$ cat src/rtl/seq_detector_param.sv
// Parametrised serial bit-pattern detector: run-time reloadable pattern, overlap control,
// valid-qualified input and saturating match counter. Define SEQDET_MASK_EN to add mask_in.
module seq_detector_param #(
  parameter int               PAT_W   = 6,
  parameter logic [PAT_W-1:0] PATTERN = 6'b101010,
  parameter int               CNT_W   = 8
) (
  input  logic                   clock,
  input  logic                   reset,
  input  logic                   x_valid,
  input  logic                   x,
  input  logic                   overlap_en,
  input  logic                   load_pat,
  input  logic [PAT_W-1:0]       pat_in,
`ifdef SEQDET_MASK_EN
  input  logic [PAT_W-1:0]       mask_in,
`endif
  output logic                   z,
  output logic [CNT_W-1:0]       match_count,
  output logic [$clog2(PAT_W):0] fill
);

  localparam int                FILL_W   = $clog2(PAT_W) + 1;
  localparam logic [FILL_W-1:0] FILL_MAX = FILL_W'(PAT_W);
  localparam logic [FILL_W-1:0] FILL_ARM = FILL_W'(PAT_W - 1);
  localparam logic [CNT_W-1:0]  CNT_SAT  = {CNT_W{1'b1}};

  // Only the newest PAT_W-1 bits are ever needed to build the next compare window.
  logic [PAT_W-2:0]  r_hist;
  logic [PAT_W-1:0]  r_pat;
  logic [PAT_W-1:0]  w_nxt;
  logic              w_match;
  logic              w_hit;
  logic [PAT_W-2:0]  w_hist_nxt;
  logic [PAT_W-1:0]  w_pat_nxt;
  logic [FILL_W-1:0] w_fill_nxt;
  logic [CNT_W-1:0]  w_cnt_nxt;
  logic              w_z_nxt;

  assign w_nxt = {r_hist, x};

`ifdef SEQDET_MASK_EN
  logic [PAT_W-1:0] r_mask;
  logic [PAT_W-1:0] w_mask_nxt;

  assign w_match = (((w_nxt ^ r_pat) & r_mask) == {PAT_W{1'b0}});

  // Mask follows the pattern register: cleared to all-ones, reloaded on load_pat.
  always_ff @(posedge clock) begin
    if (reset) begin
      r_mask <= {PAT_W{1'b1}};
    end else begin
      r_mask <= w_mask_nxt;
    end
  end

  // Next mask value.
  always_comb begin
    w_mask_nxt = r_mask;
    if (load_pat) begin
      w_mask_nxt = mask_in;
    end else begin
      w_mask_nxt = r_mask;
    end
  end
`else
  assign w_match = (w_nxt == r_pat);
`endif

  assign w_hit = (fill >= FILL_ARM) && w_match;

  // Next-state for history, pattern, fill, counter and match pulse; load beats sample.
  always_comb begin
    w_hist_nxt = r_hist;
    w_pat_nxt  = r_pat;
    w_fill_nxt = fill;
    w_cnt_nxt  = match_count;
    w_z_nxt    = 1'b0;
    if (load_pat) begin
      w_pat_nxt  = pat_in;
      w_hist_nxt = {(PAT_W-1){1'b0}};
      w_fill_nxt = {FILL_W{1'b0}};
    end else if (x_valid) begin
      w_hist_nxt = w_nxt[PAT_W-2:0];
      w_z_nxt    = w_hit;
      if (w_hit && (match_count != CNT_SAT)) begin
        w_cnt_nxt = match_count + CNT_W'(1);
      end else begin
        w_cnt_nxt = match_count;
      end
      // A non-overlapping hit demands PAT_W fresh bits before the next match.
      if (w_hit && !overlap_en) begin
        w_fill_nxt = {FILL_W{1'b0}};
      end else if (fill != FILL_MAX) begin
        w_fill_nxt = fill + FILL_W'(1);
      end else begin
        w_fill_nxt = fill;
      end
    end else begin
      w_z_nxt = 1'b0;
    end
  end

  // State and output registers with synchronous reset.
  always_ff @(posedge clock) begin
    if (reset) begin
      r_hist      <= {(PAT_W-1){1'b0}};
      r_pat       <= PATTERN;
      fill        <= {FILL_W{1'b0}};
      match_count <= {CNT_W{1'b0}};
      z           <= 1'b0;
    end else begin
      r_hist      <= w_hist_nxt;
      r_pat       <= w_pat_nxt;
      fill        <= w_fill_nxt;
      match_count <= w_cnt_nxt;
      z           <= w_z_nxt;
    end
  end

endmodule
$ cat config.mk
export PLATFORM = sky130hd
export DESIGN_NAME = seq_detector_param
export DESIGN_NICKNAME = d
export VERILOG_FILES = /design/src/rtl/seq_detector_param.sv
export SDC_FILE = /design/constraint.sdc
export NUM_CORES = 1
export LEC_CHECK = 0
export CAP_MARGIN = 25
export CORE_MARGIN = 5
export CORE_UTILIZATION = 44
export CTS_CLUSTER_SIZE = 30
export DETAILED_ROUTE_END_ITERATION = 12
export GPL_TIMING_DRIVEN = 0
export PLACE_DENSITY = 0.74
export REMOVE_ABC_BUFFERS = 1
export SLEW_MARGIN = 15
export SYNTH_ARGS = -nofsm -noshare
export SYNTH_HDL_FRONTEND = slang
export SYNTH_SLANG_ARGS = --single-unit
$ cat constraint.sdc
create_clock -name clock -period 1.77 [get_ports clock]
set_input_delay 0.531 -clock clock [delete_from_list [all_inputs] [get_ports clock]]
set_output_delay 0.531 -clock clock [all_outputs]
set_load 0.02 [all_outputs]
==> summary.md, run 1 <==
| Metric | Value |
|---|---|
| Setup repair after global routing missed its margin | yes |
| Layout Area Growth over Synthesis | 35.0% |
| Via count | 962 |
| Number of buffer cells added on primary ports | 24 |
| Result of the run | complete, no violations |
| Htree depth | 1 |
| Worst VDD drop | around 0.57 mV |
| Fmax achieved | 0.578 GHz |
| Library cell used as clock root buffer | clkbuf_4 |
| Post-layout net count | 171 |
| Worst-case headroom to the max-slew limit | 59.9% |
| Hold_buf cts | 0 |
| Number of hold violations in the final report | 0 |
| Die outline height | 60.8 µm |
| Number of sinks driven by the clock tree | 24 |
| Hold WC Path Type | reg -> reg |
| Portion of synthesized cell area occupied by the leading cell type | 42.3% |
| Post-synthesis async set-or-reset flop share | 0% |
| GRT Resource Usage Total | 14.6% |
| Via count of the first global-routing pass | 961 |
| Worst setup EP type | flip-flop |
| Peak fanout along the critical path | 8 |
| Die width | 60.8 µm |
| Clock-pin transition on the worst setup and hold timing paths | 120 ps |
| Crit path time final | 1730 ps |
| Detail-routed via count per cell | 5.29 |
| Net switching power figure | 202 µW |
| Largest clock skew in the final design | 1.52 ps |
| Yosys synthesis warning count | 0 |
| Transition at the pin with the smallest max-transition slack | between 600 and 700 ps |
| Top cells by area in the synthesized netlist | dfxtp_1, mux2i_1, ha_1 |
| I/O pin count | 25 |
| Die area | 3690 µm² |
| Maximum buffer depth of the clock tree | 2 |
| Total congestion overflow after global routing | 0 |
| Count of antenna-violating nets left after detailed routing | 0 |
| Number of search-and-repair iterations in the first detailed-routing pass | 4 |
| Final Slew Violations | 0 |
| Initial cell density of the core | a little under half |
| Setup_tns | 0 ps |
| Register share of total power | 63.4% |
| Share of the core filled with cells | 61.8% |
| Most used DFF post-synth | dfxtp_1 |
| CTS Buf Count | 3 |
| Reported max-cap violation count | 0 |
| Required time of the critical path | 2020 ps |
| Total power divided by cell area | 574 nW/µm² |
| Largest net degree at the start of global routing | 16 |
| Pleak | 0.661 nW |
| Number of antenna violations at the first check in global routing | 0 |
| Number of distinct library cells after synthesis | 31 |
| Class of the most critical setup path | reg -> reg |
| Final clock period utilization by the worst path | 97.7% |
| Switch share | 23.0% |
| Cell type contributing the most total cell area after synthesis | dfxtp_1 |
| Clock power share | a little over a quarter |
| Remaining design rule violation count | 0 |
| Latest clock arrival within the worst-skew pair | 310 ps |
| Clock tree from TritonCTS | done |
| Setup crit start kind | flip-flop |
| Routability Congestion | approximately 0.83 |
| Final-report setup violation count | 0 |
| Overall power after layout | slightly below 900 µW |
| Arrival time reported for the critical path endpoint | 1980 ps |
| Sum of routed wire length over all layers | approximately 2400 µm |
| Antenna Cells | 0 |
| Core area | 2480 µm² |
| Cell-internal power | around 680 µW |
| FF+latch count, synth | 24 |
| Half-perimeter wire length of the detailed placement result | 1730 µm |
| Wirelength per Cell | 13.4 µm |
| Post-synthesis area per instance | 9.46 µm² |
| Post-synthesis cell area | 1130 µm² |
| Gate count after technology mapping | 120 |
| Proportion of synthesized chip area in sequential cells | 42.3% |
| Row cnt | 18 |
| Comb pwr share | 10.6% |
| First-pass GRT wire length | 4080 µm |
| First DRT Iteration DRCs | 29 |
| Share of cells above drive strength 1 | 18.4% |
| Number of enable-type register cells in the synthesized netlist | 0 |
synth_stat cells, types with 2 or more instances:
cell type	count
o21ai_0	4
clkbuf_1	3
dfxtp_1	24
nand3_1	5
nor3_1	2
a21oi_1	7
or3_1	4
o31ai_1	2
inv_1	4
xor2_1	4
or4_1	2
xnor2_1	5
a211o_1	3
nor2_1	13
and4_1	2
ha_1	5
mux2i_1	10
nor2b_1	4
nand2_1	3
nand2b_1	2
nand4_1	2
metrics by stage:
step                      instance area, µm²  hold slack [ps]  setup slack (ps)  cells
final                                   1530              512              41.2    182
after detailed placement                1390              492              -882    169
after CTS                               1440              509             -11.2    175
after global routing                    1530              541             -48.3    182
after floorplan                         1110              480              -161    115
after global placement                  1390              480              -812    169
flip-flops by register name, summed over array words and instances (netlist names):
name / cells
r_pat: 6
match_count: 8
z: 1
r_hist: 5
fill: 4
routing by layer:
layer  global-route usage, %  wire [µm]  vias to the layer above
met1                    17.5       1090                      446
met2                    25.5       1180                       24
met4                    3.72         23                        0
met3                    4.47        133                        4
met5                       0          0                        -
li1                        -          -                      488
repair_timing:
item                                    CTS  global route
pin swaps                                 4             3
gates resized for setup                  28            10
endpoints found under the setup margin   25             7
hold endpoints to repair                  0             0
setup buffers                             3             7
cell type report:
cell class,instances,area (µm²)
flip-flops and latches,24,493
repair buffers,34,304
clock buffers,3,22.5
well taps,30,37.5
inverters,4,15.0
fillers,212,946
multi-input cells,87,659
power by group through the flow:
stage	logic [mW]	clock network (mW)	registers (mW)
3_3_place_gp	0.0884	0	0.572
5_1_grt	0.103	0.261	0.559
2_1_floorplan	0.0428	0	0.573
4_1_cts	0.0915	0.244	0.561
6_report	0.0930	0.229	0.557
3_5_place_dp	0.0919	0	0.573
logic make-up after synthesis:
logic type | after synthesis | synth area share [%]
fa+ha+maj | 5 | 5.51
xor+xnor | 9 | 6.95
mux | 10 | 8.82
flops | 24 | 42.3
buf+inv | 9 | 3.75
compound gates | 18 | 9.81
simple gates | 45 | 22.8
critical path, cell delays in order (launching register included):
cell	delay [ps]
dfxtp_4	380
ha_4	160
and3_4	190
a21oi_4	170
nand4_4	140
or4_4	510
a21oi_2	120
cell usage in the layout (no fill, tap or decap), drive strengths merged, types with 2 or more instances in the layout:
cell type / count
dfxtp: 24
dlygate4sd2: 15
nor2: 13
mux2i: 10
buf: 10
clkdlybuf4s50: 7
a21oi: 7
xnor2: 5
nand3: 5
ha: 5
xor2: 4
o21ai: 4
nor2b: 4
or3: 4
inv: 4
nand2: 3
a211o: 3
clkbuf: 3
nor3: 3
nand4: 3
nand2b: 2
o31ai: 2
and4: 2
or4: 2
worst paths after layout:
path                       start  cells past startpoint  slack, ps        endpoint
hold reg to reg   match_count[6]                      2        510  match_count[6]
setup / recovery  match_count[1]                      6         40  match_count[5]
hold / removal    match_count[6]                      2        510  match_count[6]
setup reg to reg  match_count[1]                      6         40  match_count[5]
(Power assumes the default switching activity.)
==> run 2: changes to the inputs <==
- CORE_UTILIZATION: 44 -> 46
- CTS_BUF_LIST: default -> sky130_fd_sc_hd__clkbuf_8
- PLACE_DENSITY: 0.74 -> 0.77
==> summary.md, run 2 (same netlist as run 1, synthesis figures left out) <==
| Metric | Value |
|---|---|
| Result of the run | complete, no violations |
| Transition at the pin with the smallest max-transition slack | 610 ps (+8.79 ps) |
| Setup repair after global routing missed its margin | yes |
| Critical path buffer and inverter count | 0 (unchanged) |
| Die width | 59.7 µm (-1.8%) |
| Reg2reg path depth | 6 (unchanged) |
| Post-layout net count | 170 (-0.58%) |
| Final-report setup violation count | 0 (unchanged) |
| Arrival time reported for the critical path endpoint | 1930 ps (-50 ps) |
| GRT Resource Usage Total | 14.9% (+0.25 points) |
| Peak fanout along the critical path | 4 (-4) |
| Maximum buffer depth of the clock tree | 2 (unchanged) |
| CTS Buf Count | 3 (unchanged) |
| Setup crit start kind | flip-flop |
| Destination of the worst hold path | match_count[6] |
| Hold_buf cts | 0 (unchanged) |
| Largest net degree at the start of global routing | 16 (unchanged) |
| Share of cells above drive strength 1 | 23.2% (+4.8 points) |
| Antenna Cells | 0 (unchanged) |
| Capture instance of the worst register-to-register path | match_count[5] |
| Core area | 2410 µm² (-2.7%) |
| Kind of cell with the highest combined delay on the critical path | simple AND/OR/NAND/NOR gates |
| Number of hold violations in the final report | 0 (unchanged) |
| Register with the most flip-flops | match_count |
| Htree depth | 1 (unchanged) |
| Worst r2r src | match_count[0] |
| Worst setup EP type | flip-flop |
| Initial cell density of the core | 47.1% (+1.3 points) |
| R2R Setup Slk | 40 ps (about the same) |
| Count of antenna-violating nets left after detailed routing | 0 (unchanged) |
| First-pass GRT wire length | 4030 µm (-1.3%) |
| Final clock period utilization by the worst path | 97.9% (+0.25 points) |
| Number of antenna violations at the first check in global routing | 0 (unchanged) |
| Half-perimeter wire length of the detailed placement result | 1670 µm (-3.0%) |
| Row cnt | 18 (unchanged) |
| Fin area | 1580 µm² (+3.2%) |
| Leading cell type in the layout, fill and taps excluded | dfxtp_1 |
| Clock tree from TritonCTS | done |
| Number of sinks driven by the clock tree | 24 (unchanged) |
| Final Slew Violations | 0 (unchanged) |
| Number of search-and-repair iterations in the first detailed-routing pass | 4 (unchanged) |
| Crit path time final | 1730 ps (+4.44 ps) |
| Sum of routed wire length over all layers | 2510 µm (+3.2%) |
| Post-DP Area | 1390 µm² (unchanged) |
| I/O pin count | 25 (unchanged) |
| Total power divided by cell area | 613 nW/µm² (+6.9%) |
| Class of the most critical setup path | reg -> reg |
| Worst path cell trace | ha_4, and3_4, a21oi_4, nand4_4, or4_4, a21oi_2 |
| Slowest library cell on the worst path | or4_4 |
| Latest clock arrival within the worst-skew pair | 260 ps (-50 ps) |
| Via count | 950 (-1.2%) |
| Die area | 3560 µm² (-3.6%) |
| Clock-pin transition on the worst setup and hold timing paths | 80 ps (-40 ps) |
| Number of buffer cells added on primary ports | 24 (unchanged) |
| Fmax achieved | 0.577 GHz (-0.26%) |
| Library cell used as clock root buffer | clkbuf_8 |
| Pleak | 0.672 nW (+1.7%) |
| Setup_tns | 0 ps (unchanged) |
| Total congestion overflow after global routing | 0 (unchanged) |
| Worst-case headroom to the max-slew limit | 59.3% (-0.59 points) |
| Fill count | 207 (-2.4%) |
| Startpoint of the lowest-slack hold path | match_count[6] |
| Wirelength per Cell | 13.9 µm (+3.8%) |
| Hold WC Path Type | reg -> reg |
| Routability Congestion | 0.846 (+2.1%) |
| Remaining design rule violation count | 0 (unchanged) |
| First DRT Iteration DRCs | 23 (-21%) |
| Largest registers in the final layout | match_count: 8 flops, r_pat: 6 flops, r_hist: 5 flops |
| Via count of the first global-routing pass | 980 (+2.0%) |
| Top library cells by usage in the layout, fill and taps aside | dfxtp_1, nor2_1, dlygate4sd2_1 |
| Die outline height | 59.7 µm (-1.8%) |
| Number of flip-flops under the largest register name | 8 (unchanged) |
| Number of stages on the worst hold path | 2 (unchanged) |
| Required time of the critical path | 1960 ps (-60 ps) |
| Largest clock skew in the final design | 2.01 ps (+0.483 ps) |
| Detail-routed via count per cell | 5.25 (-0.70%) |
| Layout Area Growth over Synthesis | 39.3% |
| Worst VDD drop | 0.509 mV (-11%) |
| Share of the core filled with cells | 65.6% (+3.8 points) |
| Worst path max stage delay | 510 ps (about the same) |
| Reported max-cap violation count | 0 (unchanged) |
## run 2: changes by cell type in the layout (fill, tap and decap cells not counted), moves of 2 or more
cell / before / now
a21oi_1: 5 / 3
a21oi_2: 1 / 3
clkbuf_4: 3 / 0
clkbuf_8: 0 / 3
dlygate4sd2_1: 15 / 13
or3_1: 4 / 2
or3_4: 0 / 2
## run 2: worst register-to-register path, cell delays in order (launching register included)
cell and delay, ps:
dfxtp_4 370, ha_4 170, and3_4 190, a21oi_4 160, nand4_4 140, or4_4 510
a21oi_2 140
## run 2: power breakdown
part           leakage, nW  switching [mW]  total, mW  internal, mW
Clock               0.0216           0.159      0.311         0.152
Combinational        0.453          0.0465      0.101        0.0545
Sequential           0.198         0.00990      0.557         0.548
Total                0.672           0.215      0.969         0.754
## run 2: what timing repair did
item,4_1_cts,5_1_grt
resized for setup,33,15
buffers inserted,4,5
cloned,0,0
pin swaps,5,11
endpoints found under the setup margin,24,11
## run 2: how the worst max path moves through the flow
stage | from | end | slack (ps) | cells after the start
floorplan | fill[0] | match_count[5] | -160 | 7
global placement | x_valid | match_count[5] | -820 | 5
detailed placement | x_valid | match_count[5] | -880 | 5
CTS | x | match_count[5] | -8 | 6
global route | x | match_count[5] | -20 | 6
finish | match_count[0] | match_count[5] | 40 | 6
## run 2: layer usage
layer  track usage (%)  part of all wire [%]  vias to the layer above
met5                 0                     0                        -
met4              8.54                  0.92                        0
met3              1.94                   3.9                        4
met2              27.0                    51                       17
met1              16.4                    44                      442
li1                  -                     -                      487
## run 2: per-stage QoR
| stage | setup WS, ps | hold WS, ps | cells | total power, mW |
|---|---|---|---|---|
| after CTS | -8.09 | 498 | 176 | 0.975 |
| after global placement | -816 | 477 | 169 | 0.661 |
| after global routing | -21.4 | 542 | 181 | 1.01 |
| after floorplan | -161 | 480 | 115 | 0.615 |
| final | 36.8 | 504 | 181 | 0.969 |
| after detailed placement | -881 | 489 | 169 | 0.665 |
## run 2: cell type report
type / instances / area [µm²] / share of cell area [%]
repair buffers: 33 / 294 / 18.6
well taps: 30 / 37.5 / 2.38
clock buffers: 3 / 41.3 / 2.61
multi-input cells: 87 / 697 / 44.1
inverters: 4 / 17.5 / 1.11
flip-flops and latches: 24 / 493 / 31.2
